--- src/rtl/post_adder_acc_pkg.sv ---
// Shared constants and select encodings for the DSP48A1 post-adder/accumulator.
package dsp48_pkg;

    localparam int P_W = 48;
    localparam int M_W = 36;

    // Bit positions within the 8-bit opmode word.
    localparam int OP_X_LSB = 0;
    localparam int OP_Z_LSB = 2;
    localparam int OP_CIN   = 5;
    localparam int OP_SUB   = 7;

    typedef enum logic [1:0] {
        X_ZERO = 2'd0,
        X_M    = 2'd1,
        X_P    = 2'd2,
        X_DAB  = 2'd3
    } x_sel_e;

    typedef enum logic [1:0] {
        Z_ZERO = 2'd0,
        Z_PCIN = 2'd1,
        Z_P    = 2'd2,
        Z_C    = 2'd3
    } z_sel_e;

    localparam CARRYINSEL_OPMODE5 = "OPMODE5";
    localparam CARRYINSEL_CARRYIN = "CARRYIN";

endpackage

--- src/rtl/post_adder_acc_opt_reg.sv ---
// Optional pipeline register: clocked with synchronous reset and CE when
// present, plain wire when bypassed.
module opt_reg #(
    parameter int W       = 1,
    parameter int PRESENT = 1
) (
    input  logic         clk,
    input  logic         rst,
    input  logic         ce,
    input  logic [W-1:0] d,
    output logic [W-1:0] q
);

    generate
        if (PRESENT != 0) begin : g_reg
            logic [W-1:0] q_r;
            always_ff @(posedge clk) begin
                if (rst)
                    q_r <= '0;
                else if (ce)
                    q_r <= d;
            end
            assign q = q_r;
        end else begin : g_bypass
            logic unused_ctrl;
            assign unused_ctrl = ^{clk, rst, ce};
            assign q = d;
        end
    endgenerate

endmodule

--- src/rtl/post_adder_acc.sv ---
// Post-adder/accumulator stage: X/Z operand muxes, carry-in select, 49-bit
// add/subtract and optional P/CARRYOUT registers with P feedback for MAC.
module post_adder_acc
    import dsp48_pkg::*;
#(
    parameter int PREG        = 1,
    parameter int CARRYOUTREG = 1,
    parameter int OPMODEREG   = 1,
    parameter int CARRYINREG  = 1,
    parameter     CARRYINSEL  = "OPMODE5"
) (
    input  logic           clk,
    input  logic           rst,
    input  logic           cep,
    input  logic           ceopmode,
    input  logic           cecarryin,
    input  logic [7:0]     opmode,
    input  logic [M_W-1:0] m,
    input  logic [P_W-1:0] dab,
    input  logic [P_W-1:0] c,
    input  logic [P_W-1:0] pcin,
    input  logic           carryin,
    output logic [P_W-1:0] p,
    output logic [P_W-1:0] pcout,
    output logic           carryout,
    output logic           carryoutf
);

    localparam int CIN_MODE = (CARRYINSEL == CARRYINSEL_OPMODE5) ? 1 :
                              (CARRYINSEL == CARRYINSEL_CARRYIN) ? 2 : 0;

    logic [5:0]     op_d, op_q;
    logic           cin_src, cyi;
    x_sel_e         x_sel;
    z_sel_e         z_sel;
    logic           sub;
    logic [P_W-1:0] p_q, p_fb, x_val, z_val;
    logic [P_W:0]   r;
    logic           co_q;
    logic           unused_bits;

    // Registered opmode layout: {sub, cin, z_sel, x_sel}
    assign op_d = {opmode[OP_SUB], opmode[OP_CIN], opmode[OP_Z_LSB +: 2], opmode[OP_X_LSB +: 2]};

    opt_reg #(.W(6), .PRESENT(OPMODEREG)) u_opmode_reg (
        .clk(clk), .rst(rst), .ce(ceopmode), .d(op_d), .q(op_q)
    );

    // Carry-in is sourced from the raw opmode bit so its latency is set by CYI alone.
    always_comb begin
        cin_src = 1'b0;
        if (CIN_MODE == 1)
            cin_src = opmode[OP_CIN];
        else if (CIN_MODE == 2)
            cin_src = carryin;
    end

    opt_reg #(.W(1), .PRESENT(CARRYINREG)) u_cyi_reg (
        .clk(clk), .rst(rst), .ce(cecarryin), .d(cin_src), .q(cyi)
    );

    assign x_sel = x_sel_e'(op_q[1:0]);
    assign z_sel = z_sel_e'(op_q[3:2]);
    assign sub   = op_q[5];
    assign unused_bits = ^{op_q[4], opmode[4], opmode[6]};

    generate
        if (PREG != 0) begin : g_fb
            assign p_fb = p_q;
        end else begin : g_no_fb
            assign p_fb = '0;
        end
    endgenerate

    always_comb begin
        x_val = '0;
        case (x_sel)
            X_ZERO:  x_val = '0;
            X_M:     x_val = {{(P_W-M_W){1'b0}}, m};
            X_P:     x_val = p_fb;
            X_DAB:   x_val = dab;
            default: x_val = '0;
        endcase
    end

    always_comb begin
        z_val = '0;
        case (z_sel)
            Z_ZERO:  z_val = '0;
            Z_PCIN:  z_val = pcin;
            Z_P:     z_val = p_fb;
            Z_C:     z_val = c;
            default: z_val = '0;
        endcase
    end

    // Subtraction wraps modulo 2^49, so a borrow shows up as r[48]=1.
    always_comb begin
        if (sub)
            r = {1'b0, z_val} - ({1'b0, x_val} + (P_W+1)'(cyi));
        else
            r = {1'b0, z_val} + {1'b0, x_val} + (P_W+1)'(cyi);
    end

    opt_reg #(.W(P_W), .PRESENT(PREG)) u_p_reg (
        .clk(clk), .rst(rst), .ce(cep), .d(r[P_W-1:0]), .q(p_q)
    );

    opt_reg #(.W(1), .PRESENT(CARRYOUTREG)) u_carryout_reg (
        .clk(clk), .rst(rst), .ce(cep), .d(r[P_W]), .q(co_q)
    );

    assign p         = p_q;
    assign pcout     = p_q;
    assign carryout  = co_q;
    assign carryoutf = co_q;

endmodule

--- config.mk ---
export PLATFORM = sky130hd
export DESIGN_NAME = post_adder_acc
export DESIGN_NICKNAME = d
export VERILOG_FILES = /design/src/rtl/post_adder_acc_pkg.sv /design/src/rtl/post_adder_acc_opt_reg.sv /design/src/rtl/post_adder_acc.sv
export SDC_FILE = /design/constraint.sdc
export NUM_CORES = 1
export LEC_CHECK = 0
export CAP_MARGIN = 40
export CORE_ASPECT_RATIO = 0.9
export CORE_MARGIN = 1
export CORE_UTILIZATION = 40
export DETAILED_ROUTE_END_ITERATION = 16
export HOLD_SLACK_MARGIN = 0.06
export PLACE_DENSITY = 0.7
export SYNTH_ARGS = -nofsm -noshare
export SYNTH_HDL_FRONTEND = slang
export SYNTH_SLANG_ARGS = --single-unit
--- constraint.sdc ---
create_clock -name clk -period 4.8 [get_ports clk]
set_input_delay 0.48 -clock clk [delete_from_list [all_inputs] [get_ports clk]]
set_output_delay 0.48 -clock clk [all_outputs]
set_load 0.05 [all_outputs]
Word-level counts from Yosys, hierarchy flattened

Cells that the tools add are included.
Widths: inputs -> output; s select.

Eq/ne operators: 6
Reductions and logical operators: 2
$add $sub $neg: 4
Multiplexer cells: 3

Operators with widths:

| kind               | number |
|---|---|
| $pmux 48 s4        | 2 |
| $add 48x1->49      | 1 |
| $add 48x48->49     | 1 |
| $add 49x1->49      | 1 |
| $mux 49            | 1 |
| $sub 48x49->49     | 1 |
| $eq 2x2->1 const B | 4 |
| $eq 2x1->1 const B | 2 |
| $logic_not 2->1    | 2 |

Input port bits: 194
Output and inout port bits: 98
Flip-flop bits (word level): 56

Logic depth before layout (Yosys ltp)

Word-level depth: 5
Mapped depth: 20

Hierarchy

From an unflattened synthesis, not the netlist that was laid out.

Cells, all modules: 1481
Area, all modules: 11204.5 µm²

Modules (own cells, without submodules):

| module                       | cells an instance | seq. area each (µm²) | instances | area an instance (µm²) |
|---|---|---|---|---|
| post_adder_acc               | 1301              | 0.0                  | 1         | 9193.8 |
| opt_reg (u_p_reg)            | 155               | 960.9                | 1         | 1729.2 |
| opt_reg (u_opmode_reg)       | 19                | 120.1                | 1         | 214.0 |
| opt_reg (u_carryout_reg ...) | 3                 | 20.0                 | 2         | 33.8 |

Least setup slack after synthesis

OpenSTA, ideal clock, no wires.

Kind: register -> register
Start: reg u_opmode_reg.g_reg.q_r[3], in the netlist u_opmode_reg.q[3]
End: reg u_p_reg.g_reg.q_r[46], in the netlist u_p_reg.q[46]
Stages on the path, launching flop included: 20
Arrival time: 4.366 ns
Path buffers: 4
Slack: 0.331 ns
Cells stage by stage: dfxtp_1 > buf_6 > clkbuf_1 > clkbuf_1 > mux2_2 > a22oi_1 > ha_1 > inv_1 > ha_1 > buf_2 > a21o_1 > a21o_1 > a21oi_1 > nor3_1 > a21oi_2 > o21ai_2 > a311oi_2 > a21oi_1 > o21a_1 > a2111oi_2

Cells in the longest elaborated chain, start to end: 5
Elaborated cells on any way between the ends: 9
Those cells by class: 3 x add/sub; 3 x eq/ne; 2 x mux; 1 x reduce/logical

RTL lines:

| item                               | RTL line                     | source |
|---|---|---|
| start: declaration                 | post_adder_acc_opt_reg.sv:16 | `logic [W-1:0] q_r;` |
| start signal: assignment           | post_adder_acc_opt_reg.sv:19 | `q_r <= '0;` |
| start signal: assignment           | post_adder_acc_opt_reg.sv:21 | `q_r <= d;` |
| $eq 2x2->1 (tied with other cells) | post_adder_acc.sv:88         | `case (z_sel)` |
| $pmux 48 s4 (*)                    | post_adder_acc.sv:88         |  |
| $add 48x48->49                     | post_adder_acc.sv:102        | `r = {1'b0, z_val} + {1'b0, x_val} + (P_W+1)'(cyi);` |
| $add 49x1->49                      | post_adder_acc.sv:102        |  |
| $mux 49 (*)                        | post_adder_acc.sv:99         | `if (sub)` |
| end signal: assignment             | post_adder_acc_opt_reg.sv:19 |  |
| end signal: assignment             | post_adder_acc_opt_reg.sv:21 |  |
| end: declaration                   | post_adder_acc_opt_reg.sv:16 |  |

Every way passes the cells marked *; elsewhere a longest branch is shown, timed or not.
A chain may end at the register's enable or synchronous reset.

Final worst setup path

Same ends and word-level chain as after synthesis.

==> results by group <==
Clocking
  • CTS Sinks: 55
  • Deepest clock path buffer count: 2
  • Clock network latency to the later pin of the worst-skew pair: 0.32 ns
  • CTS Buf Count: 5
  • CTS Root Cell: clkbuf_16
  • CTS HTree Levels: 2
  • Clk slew on worst S/H paths: 0.09 ns
  • CTS tree: built

Finish
  • Count of inserted antenna diode cells: 0
  • Layout cell share with drive strength beyond 1: 0.1074
  • Most common cell after layout, fill and taps aside: clkdlybuf4s50_1
  • Commonest cells after routing, fill and taps aside: clkdlybuf4s50_1 (286), inv_1 (146), ha_1 (139), a21oi_1 (115), nor2_1 (112)
  • Area growth syn-to-layout: 29.00%
  • Fin nets: 2059

Global route
  • Initial antenna violation count: 0
  • Vias in the first global route: 11470
  • GRT Overall Usage: 0.2761
  • Pin count of the biggest net entering global routing: 65
  • Grt ovf: 0
  • Global-route wire length before repair: between 60 and 70 mm

Outcome
  • Status: complete, no violations

Placement
  • GPL Wtd Cong: 0.9727
  • Post-DP HPWL: 32.76 mm
  • IO buf count: around 290

Detailed routing
  • Antenna-violating nets left: 0
  • Vias per cell: between 5 and 6
  • Vias: 12010
  • DRT iter0 DRCs: 1076
  • # DRC: 0
  • Wirelength per Cell: 19.73 um
  • DRT Pass-1 Iters: 6
  • Routed WL: 40.98 mm

Pwr
  • Lkg Pwr: 0.006238 uW
  • Max VDD drop: 0.1554 mV
  • Pwr/cell area: around 220 mW/mm2
  • Final Power: 3222 uW

Yosys
  • Synth cell types: 84
  • Number of enable flip-flop cells after synthesis: 0
  • Synth Flop Type: dfxtp_1
  • Cell count after synthesis: ~1500
  • Ys Warns: 0
  • Syn Area/Cell: 7.456 um2
  • Ranking of synthesized cells by area: ha_1 (16%), dfxtp_1 (9.8%), mux2_2 (8.4%), a21oi_1 (5.1%), inv_1 (4.9%)
  • Asr flop ratio synth: 0
  • Synth area leader: ha_1
  • Register area share after synthesis: 0.09831
  • Cell Area, Synth: around 0.011 mm2
  • Post-synth top area share: 0.1553
  • Synthesized Nets: between 1500 and 2000
  • Seq cells post-synth: 55

Floorplanning
  • Chip height: 160.7 um
  • I/O Pins: 292
  • FP Rows: 57
  • Die ar.: 0.02867 mm2
  • Starting Density: 0.4111
  • Core ar.: 0.02724 mm2
  • Die Width: between 150 and 200 um

Critical path
  • Worst reg2reg path depth: 16
  • Worst EP required: 5.02 ns
  • Max stage delay cell, worst path: dfxtp_2
  • CP Capture Type: register
  • Worst Setup Start Kind: register
  • Worst Path Max Fanout: 21
  • R2r endpoint: u_p_reg.q[46]
  • Largest stage delay on the critical path: 0.45 ns
  • FF-to-FF Start: u_opmode_reg.q[3]
  • CP arrival: 4.78 ns
  • Setup slack, reg-to-reg: 0.24 ns
  • Crit Path Category: reg2reg
  • Crit-path cells: buf_12 > mux2_2 > a22oi_1 > ha_1 > inv_1 > ha_1 > buf_4 > a41o_1 > a21oi_1 > nor3_1 > a21oi_2 > o21ai_2 > a311oi_2 > a21oi_1 > o21a_1 > a2111oi_2

STA
  • RSZ-0062 raised after global routing: false
  • Worst-margin pin slew: 0.8187 ns
  • Final setup TNS: 0 ns
  • Max_slew headroom: 0.4542
  • Clock skew: between 0.01 and 0.015 ns
  • Post-layout min period: 4.563 ns
  • Final Hold Fails: 0
  • Max Slew Vio Count: 0
  • Fraction of the cycle the final worst path needs: 0.9506
  • Upper clock frequency limit: 219.2 MHz
  • # setup viols final: 0

Hold path
  • Worst hold start: u_p_reg.q[40]
  • Hold path endpoint: u_p_reg.q[40]
  • WHS Path Cells: 2
  • Type of the worst min-delay path: reg2reg

Run
  • Max-Cap Viols: 0
-- layout make-up --
class                           count  area [um2]
Clock buffer                        5       125.1
Clock inverter                      3       20.02
Fill cell                        2668       12800
Inverter                          147       551.8
Multi-Input combinational cell   1173        8884
Sequential cell                    55        1107
Tap cell                          354       442.9
Timing Repair Buffer              340        3317
-- kinds of logic (layout without fill, tap and decap cells) --
group                    after synthesis  in the layout  share of synthesized area
adder cells (fa/ha/maj)              143            143                     0.1624
XOR/XNOR                              79             79                    0.06178
AND/OR/NAND/NOR                      350            350                     0.1516
buffers and inverters                274            495                     0.1098
flip-flops                            55             55                    0.09831
AO/OA/AOI/OAI                        486            486                     0.3034
multiplexers                         115            115                     0.1126
-- synth_stat cells, types with 5 or more instances --
master,instances
inv_1,146
ha_1,139
a21oi_1,115
nor2_1,112
mux2_2,84
nand2_1,84
o21ai_0,74
clkbuf_1,61
a22o_1,59
dfxtp_1,55
xnor2_1,55
buf_4,49
a21o_1,41
nor2b_1,36
mux2i_1,30
a22oi_1,27
a211oi_1,25
xor2_1,24
nor3_1,20
nand4_1,17
and3_1,16
nand3_1,16
nand2b_1,15
a31oi_1,14
o211ai_1,14
o21a_1,13
o21bai_1,11
buf_1,8
buf_2,8
o31ai_1,8
a221oi_1,7
or3_1,7
a2111oi_0,6
a41oi_1,5
and2_1,5
nor4_1,5
o21ai_1,5
-- registers in the layout, summed over array words and instances (netlist names) --
signal,cells
u_carryout_reg.q,1
u_cyi_reg.q,1
u_opmode_reg.q,5
u_p_reg.q,48
-- where the power goes --
group | internal [uW] | switching (uW)
combinational | 953 | 1290
clock | 195 | 223
sequential | 496 | 63.2
total | 1640 | 1580
-- through the flow --
| stage | hold WS, ns | instances | utilization | instance area (um2) | setup slack [ns] |
|---|---|---|---|---|---|
| floorplan | 0.5251 | 1502 | - | 11200 | 0.3306 |
| global placement | 0.5067 | 2068 | 0.5246 | 14290 | 0.06576 |
| detailed placement | 0.5124 | 2069 | 0.5248 | 14300 | 0.02955 |
| CTS | 0.5285 | 2077 | 0.5302 | 14440 | 0.2647 |
| global route | 0.5573 | 2077 | 0.5303 | 14450 | 0.004713 |
| finish | 0.5266 | 2077 | 0.5303 | 14450 | 0.2371 |
-- how the worst max path moves through the flow --
stage,startpoint,to,cells after the start
final,u_opmode_reg.q[3],u_p_reg.q[46],16
after floorplan,u_opmode_reg.q[3],u_p_reg.q[46],19
after global placement,c[0],u_p_reg.q[44],16
after detailed placement,c[0],u_p_reg.q[44],16
after global routing,u_opmode_reg.q[1],u_p_reg.q[46],15
after CTS,u_opmode_reg.q[1],u_p_reg.q[46],16
-- metal layers --
| layer | global-route usage | part of all wire | up-vias |
|---|---|---|---|
| li1 | - | - | 5792 |
| met1 | 0.3735 | 0.45 | 5659 |
| met2 | 0.4544 | 0.45 | 513 |
| met3 | 0.04309 | 0.077 | 49 |
| met4 | 0.06626 | 0.020 | 0 |
| met5 | 0 | 0 | - |
-- critical path, delay by kind of cell, from the launching register on --
kind | cells | cell delay, ns
and+or+nand+nor | 1 | 0.13
buffers and inverters | 3 | 0.54
muxes | 1 | 0.35
AOI/OAI and AO/OA | 9 | 2.35
adders and majority gates | 2 | 0.62
DFF | 1 | 0.45
-- what timing repair did --
action,4_1_cts,5_1_grt
setup endpoints to repair,0,1
endpoints found under the hold margin,0,0
hold buffers,0,0
resized for setup,0,1
setup buffers,0,0
No activity file was read; power rests on OpenSTA's default activity.
